File: src/rtl/stopwatch_ctrl.sv
// Stopwatch controller: edge-detected start/stop/lap/clr requests drive a
// four-state FSM (IDLE, RUN, PAUSE, SAT). A prescaler divides RUN cycles by
// TICK_DIV, and each prescaler wrap increments a saturating elapsed count.
// Lap captures are reported through a one-cycle lap_valid pulse.
// All outputs come straight from registers.
module stopwatch_ctrl #(
    parameter int WIDTH     = 8,
    parameter int TICK_DIV  = 4,
    parameter int MAX_COUNT = 255
) (
    input  logic             clk,
    input  logic             rst,
    input  logic             start,
    input  logic             stop,
    input  logic             lap,
    input  logic             clr,
    output logic [WIDTH-1:0] count,
    output logic [WIDTH-1:0] lap_time,
    output logic             lap_valid,
    output logic             running,
    output logic             ovf,
    output logic [1:0]       state
);

    // The prescaler needs at least one bit, even when TICK_DIV is 1.
    localparam int PW = (TICK_DIV > 1) ? $clog2(TICK_DIV) : 1;
    localparam logic [PW-1:0]    PRESC_LAST = PW'(TICK_DIV - 1);
    localparam logic [WIDTH-1:0] COUNT_MAX  = WIDTH'(MAX_COUNT);

    typedef enum logic [1:0] {
        ST_IDLE  = 2'b00,
        ST_RUN   = 2'b01,
        ST_PAUSE = 2'b10,
        ST_SAT   = 2'b11
    } state_e;

    state_e           state_q, state_d;
    logic [WIDTH-1:0] count_q, count_d;
    logic [PW-1:0]    presc_q, presc_d;
    logic [WIDTH-1:0] lap_time_q, lap_time_d;
    logic             lap_valid_q, lap_valid_d;
    logic             running_q, running_d;
    logic             ovf_q, ovf_d;

    // Previous-value registers used for press detection.
    logic start_prev_q;
    logic stop_prev_q;
    logic lap_prev_q;
    logic clr_prev_q;

    logic start_press_s;
    logic stop_press_s;
    logic lap_press_s;
    logic clr_press_s;
    logic tick_s;

    // A press is a 0->1 transition seen at this edge. Holding a level high
    // therefore produces only a single press.
    assign start_press_s = start & ~start_prev_q;
    assign stop_press_s  = stop  & ~stop_prev_q;
    assign lap_press_s   = lap   & ~lap_prev_q;
    assign clr_press_s   = clr   & ~clr_prev_q;

    // The prescaler wraps on this cycle. With TICK_DIV=1 this is always true.
    assign tick_s = (presc_q == PRESC_LAST);

    // Next-state logic: clr overrides everything, then per-state handling in
    // the order stop > start > lap, so an illegal higher press never masks
    // a legal lower one.
    always_comb begin
        state_d     = state_q;
        count_d     = count_q;
        presc_d     = presc_q;
        lap_time_d  = lap_time_q;
        lap_valid_d = 1'b0;

        if (clr_press_s) begin
            state_d    = ST_IDLE;
            count_d    = {WIDTH{1'b0}};
            presc_d    = {PW{1'b0}};
            lap_time_d = {WIDTH{1'b0}};
        end else begin
            case (state_q)
                ST_IDLE: begin
                    count_d = {WIDTH{1'b0}};
                    presc_d = {PW{1'b0}};
                    if (start_press_s) begin
                        state_d = ST_RUN;
                    end else begin
                        state_d = ST_IDLE;
                    end
                end

                ST_RUN: begin
                    if (stop_press_s) begin
                        // Freeze count and prescaler exactly as they are.
                        state_d = ST_PAUSE;
                    end else begin
                        if (lap_press_s) begin
                            lap_time_d  = count_q;
                            lap_valid_d = 1'b1;
                        end else begin
                            lap_valid_d = 1'b0;
                        end
                        if (tick_s) begin
                            presc_d = {PW{1'b0}};
                            if (count_q == COUNT_MAX) begin
                                // Saturate instead of wrapping.
                                state_d = ST_SAT;
                            end else begin
                                count_d = count_q + {{(WIDTH-1){1'b0}}, 1'b1};
                            end
                        end else begin
                            presc_d = presc_q + {{(PW-1){1'b0}}, 1'b1};
                        end
                    end
                end

                ST_PAUSE: begin
                    // Resume keeps the held prescaler phase. There is no
                    // increment on the resume edge itself.
                    if (start_press_s) begin
                        state_d = ST_RUN;
                    end else begin
                        state_d = ST_PAUSE;
                    end
                end

                ST_SAT: begin
                    count_d = COUNT_MAX;
                    if (lap_press_s) begin
                        lap_time_d  = COUNT_MAX;
                        lap_valid_d = 1'b1;
                    end else begin
                        lap_valid_d = 1'b0;
                    end
                end

                default: begin
                    state_d    = ST_IDLE;
                    count_d    = {WIDTH{1'b0}};
                    presc_d    = {PW{1'b0}};
                    lap_time_d = {WIDTH{1'b0}};
                end
            endcase
        end

        running_d = (state_d == ST_RUN);
        ovf_d     = (state_d == ST_SAT);
    end

    // State, datapath and previous-value registers, cleared asynchronously
    // by rst.
    always_ff @(posedge clk or posedge rst) begin
        if (rst) begin
            state_q      <= ST_IDLE;
            count_q      <= {WIDTH{1'b0}};
            presc_q      <= {PW{1'b0}};
            lap_time_q   <= {WIDTH{1'b0}};
            lap_valid_q  <= 1'b0;
            running_q    <= 1'b0;
            ovf_q        <= 1'b0;
            start_prev_q <= 1'b0;
            stop_prev_q  <= 1'b0;
            lap_prev_q   <= 1'b0;
            clr_prev_q   <= 1'b0;
        end else begin
            state_q      <= state_d;
            count_q      <= count_d;
            presc_q      <= presc_d;
            lap_time_q   <= lap_time_d;
            lap_valid_q  <= lap_valid_d;
            running_q    <= running_d;
            ovf_q        <= ovf_d;
            start_prev_q <= start;
            stop_prev_q  <= stop;
            lap_prev_q   <= lap;
            clr_prev_q   <= clr;
        end
    end

    assign count     = count_q;
    assign lap_time  = lap_time_q;
    assign lap_valid = lap_valid_q;
    assign running   = running_q;
    assign ovf       = ovf_q;
    assign state     = state_q;

endmodule

File: config.mk
export PLATFORM = sky130hd
export DESIGN_NAME = stopwatch_ctrl
export DESIGN_NICKNAME = d
export VERILOG_FILES = /design/src/rtl/stopwatch_ctrl.sv
export SDC_FILE = /design/constraint.sdc
export NUM_CORES = 1
export LEC_CHECK = 0
export ABC_AREA = 1
export CAP_MARGIN = 20
export CORE_ASPECT_RATIO = 1.2
export CORE_MARGIN = 8
export CORE_UTILIZATION = 30
export CTS_CLUSTER_DIAMETER = 60
export DETAILED_ROUTE_END_ITERATION = 6
export PLACE_DENSITY = 0.58
export SLEW_MARGIN = 20
export SYNTH_ARGS = -nofsm -noshare
export SYNTH_HDL_FRONTEND = slang
export SYNTH_SLANG_ARGS = --single-unit
File: constraint.sdc
create_clock -name clk -period 1.5 [get_ports clk]
set_input_delay 0.3 -clock clk [delete_from_list [all_inputs] [get_ports clk]]
set_output_delay 0.3 -clock clk [all_outputs]
set_load 0.02 [all_outputs]
Word-level counts from Yosys, hierarchy flattened
Index checks and enable logic that the tools add are counted.

operators by class
  add/sub/neg operators = 2
  eq/ne operators = 12
  mux-type cells = 25
  bitwise operators = 8
  reductions and logical operators = 7

operators by type and width
  kind                                                             number
  8-bit 2-to-1 mux                                                 8
  8-bit one-hot mux with 3 select lines                            1
  2-bit 2-to-1 mux                                                 8
  8-bit one-hot mux with 2 select lines                            1
  3-bit inequality test, second input constant                     5
  8-bit by 1-bit adder with 8-bit output, second input constant    1
  2-bit == test, second input constant                             4
  8-bit == test, second input constant                             1
  4-bit AND reduction                                              2
  2-bit one-hot mux with 3 select lines                            1
  3-bit nonzero test                                               2
  1-bit bitwise AND                                                4
  2-bit by 1-bit == test with 1-bit output, second input constant  2
  1-bit 2-to-1 mux                                                 4
  1-bit inverter                                                   4
  2-bit one-hot mux with 2 select lines                            1
  4-bit nonzero test                                               1
  2-bit by 1-bit adder with 2-bit output, second input constant    1
  2-bit zero test                                                  1
  1-bit one-hot mux with 2 select lines                            1
  2-bit AND reduction                                              1

word-level totals
  bits in registers = 27

Depth between registers and ports, before layout
  depth after elaboration = 7
  depth in mapped cells = 9

Least setup slack after synthesis
OpenSTA, ideal clock, no wires.

  path type = flip-flop to flip-flop
  start point = register count_q[0] (netlist: count[0])
  end point = register count_q[0] (netlist: count[0])
  library setup time = 75 ps
  data arrival time = 1313 ps
  slack = 113 ps
  cell stages (with the launch flop) = 9
  buffers on the path = 0
  cells stage by stage = dfrtp_1 -> ha_1 -> nand2_1 -> nor2_1 -> nand2_1 -> nand2_2 -> nand2_4 -> nand3_4 -> o21ai_2

on the way
  longest elaborated chain between the ends = 6
  elaborated cells between the ends (all ways) = 9
  those cells by class = add/sub (1); eq/ne (2); mux (5); reduce/logical (1)

RTL lines
  element                                 RTL line  RTL
  start: declaration                      38        logic [WIDTH-1:0] count_q, count_d;
  start signal: assignment                157       count_q <= {WIDTH{1'b0}};
  start signal: assignment                169       count_q <= count_d;
  8-bit by 1-bit adder with 8-bit output  111       count_d = count_q + {{(WIDTH-1){1'b0}}, 1'b1};
  8-bit 2-to-1 mux                        107       if (count_q == COUNT_MAX) begin
  8-bit 2-to-1 mux                        105       if (tick_s) begin
  8-bit 2-to-1 mux                        95        if (stop_press_s) begin
  8-bit one-hot mux with 3 select lines   83        case (state_q)
  8-bit 2-to-1 mux                        77        if (clr_press_s) begin

Several ways; a longest one is shown, not always the timed one. The select of a mux whose other input is x is not followed.
A chain may end at the register's enable or synchronous reset.

Final worst setup path
  start point = register count_q[0] (netlist: count[0])
  end point = output count[0]

RTL lines
  element           RTL line  RTL
  end: declaration  17        output logic [WIDTH-1:0] count,

No word-level cell between the ends.

==> results.yml <==
sta:
  finalSetupViolations: 0
  slew_violations: 0
  worst_pin_slew_ns: 0.346
  fin_crit_ns: 1.44
  fin_skew_ns: 0.00253
  max_freq_ghz: 0.692
  maxSlewHeadroom_pct: 76.9
  grt_setup_unrepaired: "false"
  hold_violations: 0
  worst_slack_ns: 0.0552
  fin_crit_sh_pct: 96.3
synthesis:
  synth_compound_area_share_pct: 11.9
  synth_nets: 174
  synth_area_leader_cell: "dfrtp_1"
  ys_seq_area_share_pct: 48.9
  yosys-top-cells-area: "dfrtp_1, nand2_1, nor2_1, nand3_1, o21ai_2"
  yosys_warnings: 0
  synthMuxAreaShare_pct: 0
  ys.flop_type: "dfrtp_1"
  synth.distinct_cells: 27
  syn_area_sq_mm: 0.00138
  synth_edf_count: 0
  synth.ff_latch_count: 27
  synth_top_family_by_area: "simple AND/OR/NAND/NOR gates"
  synth-xor-area-share_pct: 0.634
  synth.avg_cell_area_sq_um: 8.32
  synthSimpleGateAreaFrac_pct: 30.0
  synth_fa_ha_area_share_pct: 1.81
  synth_cells: 166
  async_flop_share_pct: 100
  yosys.area.top_type_share_pct: 48.9
drt:
  drc: 0
  wl_per_cell_um: 11.4
  routed_wl_mm: 3.07
  ant_nets: 0
  viasPerCell: 4.42
  num_vias: 1190
  firstDrtPassIters: 4
  first_iter_violations: 27
cts:
  clock_latency_ns: 0.27
  cts_tree: "yes"
  cts_max_path_buffers: 2
  cts_num_sinks: 27
  cts_hold_buf: 0
  clock-root-buffer: "clkbuf_8"
  path_clk_slew_ns: 0.09
  numCtsBuffers: 3
  h-tree-depth: 1
final_layout:
  final_cell_mix: "nand2_1, nor2_1, dfrtp_1, dlygate4sd2_1, buf_4"
  fin_util_pct: 41.1
  fin_nets: 220
  area_growth_pct: 34.7
  antenna-diode-count: 0
  multi_input_area_sq_um: 627
  drive_gt1_share_pct: 22.3
  fillers: 499
  final_common_cell: "nand2_1"
  layout.area.seq_sq_um: 677
setup_path:
  path_depth: 2
  critical_path_buf_inv_count: 2
  crit_type: "register to output port"
  r2r_setup_slack_ns: 0.12
  cp_max_fo: 3
  worst-r2r-cell-count: 8
  required_ns: 1.20
  cpPeakStageDelay_ns: 0.44
  crit_end: "count[0]"
  worstSetupStartpoint: "count[0]"
  cp-start-kind: "register"
  crit_family: "buffers and inverters"
  worst_ep_arrival_time_ns: 1.14
  crit_path_top_delay_cell: "dfrtp_1"
  cp-end-kind: "output port"
  crit_chain: "buf_4 > clkdlybuf4s15_1"
  r2r_start: "count[1]"
  r2r_end: "count[1]"
die:
  die_width_um: 77.9
  ios: 27
  rows: 27
  core_area_sq_mm: 0.00453
  dieHeight_um: 90.3
  start_util_pct: 30.5
  die_area_sq_mm: 0.00704
power:
  power_frac_clock_pct: 26.4
  p_switching_mw: 0.447
  p_per_area_mw_per_mm2: 826
  power_mw: 1.54
  switching_share_pct: 29.1
  ir_drop_mv: 0.457
  power_frac_comb_pct: 22.4
  p_seq_share_pct: 51.2
  p_int_mw: 1.09
  leakage_nw: 0.963
global_route:
  grt-ovfl-total: 0
  busiest_layer: "met2"
  grt_pass1_wl_mm: 5.37
  grtUsageMet1_pct: 10.7
  grt_pass1_vias: 1203
  track_usage_pct: 9.30
  grt.met3_usage_pct: 2.89
  antenna_found_initial: 0
  met2_usage_pct: 15.1
  grt_max_degree: 28
run:
  cap_violations: 0
outcome:
  status: "finished, final reports clean"
placed_design:
  dp_hpwl_mm: 2.39
  place_congestion: 0.823
  io_buffers: 26
  dpl_worst_slack_ns: -0.169
hold_path:
  hp-class: "input port to asynchronous set/reset pin"
-- cells by family (layout without fill, tap and decap cells) --
group,count (synthesis),after routing
XOR/XNOR,1,1
adder cells (fa/ha/maj),2,2
AND/OR/NAND/NOR,89,89
buffers and inverters,21,66
flip-flops,27,27
AO/OA/AOI/OAI,26,26
-- area by class of cell --
type,count,share of cell area [%]
clock buffer,4,2.42
inverter,19,4.17
multi-input combinational,118,33.7
sequential,27,36.4
tap,58,3.90
timing repair buffer,43,19.4
-- synth_stat cells, types with 2 or more instances --
cell type / instances
nand2_1: 35
dfrtp_1: 27
nor2_1: 26
inv_1: 15
nand3_1: 15
o21ai_0: 12
o21ai_2: 8
a21oi_1: 4
nand2_2: 3
ha_1: 2
nand2_4: 2
nor2_2: 2
-- what timing repair did --
action,in CTS,in global routing
setup endpoints to repair,21,9
pin swaps,0,2
buffers inserted,0,3
gates resized for setup,21,6
-- how the worst min path moves through the flow --
stage | start | endpoint | slack (ns) | cells past startpoint
5_1_grt | rst | lap_prev_q | 0.41 | 3
4_1_cts | rst | clr_prev_q | 0.40 | 3
3_5_place_dp | lap_time[7] | lap_time[7] | 0.50 | 2
6_report | rst | lap_prev_q | 0.39 | 3
2_1_floorplan | clr | clr_prev_q | 0.33 | 0
3_3_place_gp | lap_time[5] | lap_time[5] | 0.49 | 2
-- state kept, by name, summed over array words and instances (netlist names), 2 cells and up --
register / flops
count: 8
lap_time: 8
presc_q: 2
state: 2
-- worst min-delay path: stages --
cell and delay [ns]:
clkdlybuf4s50_1 0.40, inv_1 0.05, buf_4 0.32
-- metal layers --
layer | share of wire, % | vias to the layer above | wire [um]
met1 | 44 | 544 | 1360
met2 | 49 | 20 | 1490
met3 | 5.3 | 4 | 163
li1 | - | 622 | -
met5 | 0 | - | 0
met4 | 1.7 | 0 | 51
-- through the flow --
step                TNS [ns]  instance area [sq um]  std cells  hold WS, ns
global route               0                   1860        269        0.408
floorplan                  0                   1380        166        0.331
CTS                        0                   1820        266        0.398
finish                     0                   1860        269        0.390
global placement       -1.84                   1800        262        0.493
detailed placement     -2.39                   1800        262        0.501
-- power by group through the flow --
stage / sequential [mW] / clock [mW] / combinational [mW]
floorplan: 0.834 / 0 / 0.173
global placement: 0.801 / 0 / 0.345
detailed placement: 0.802 / 0 / 0.347
CTS: 0.788 / 0.430 / 0.331
global route: 0.791 / 0.464 / 0.390
finish: 0.787 / 0.406 / 0.345
No activity file was read; power rests on OpenSTA's default activity.
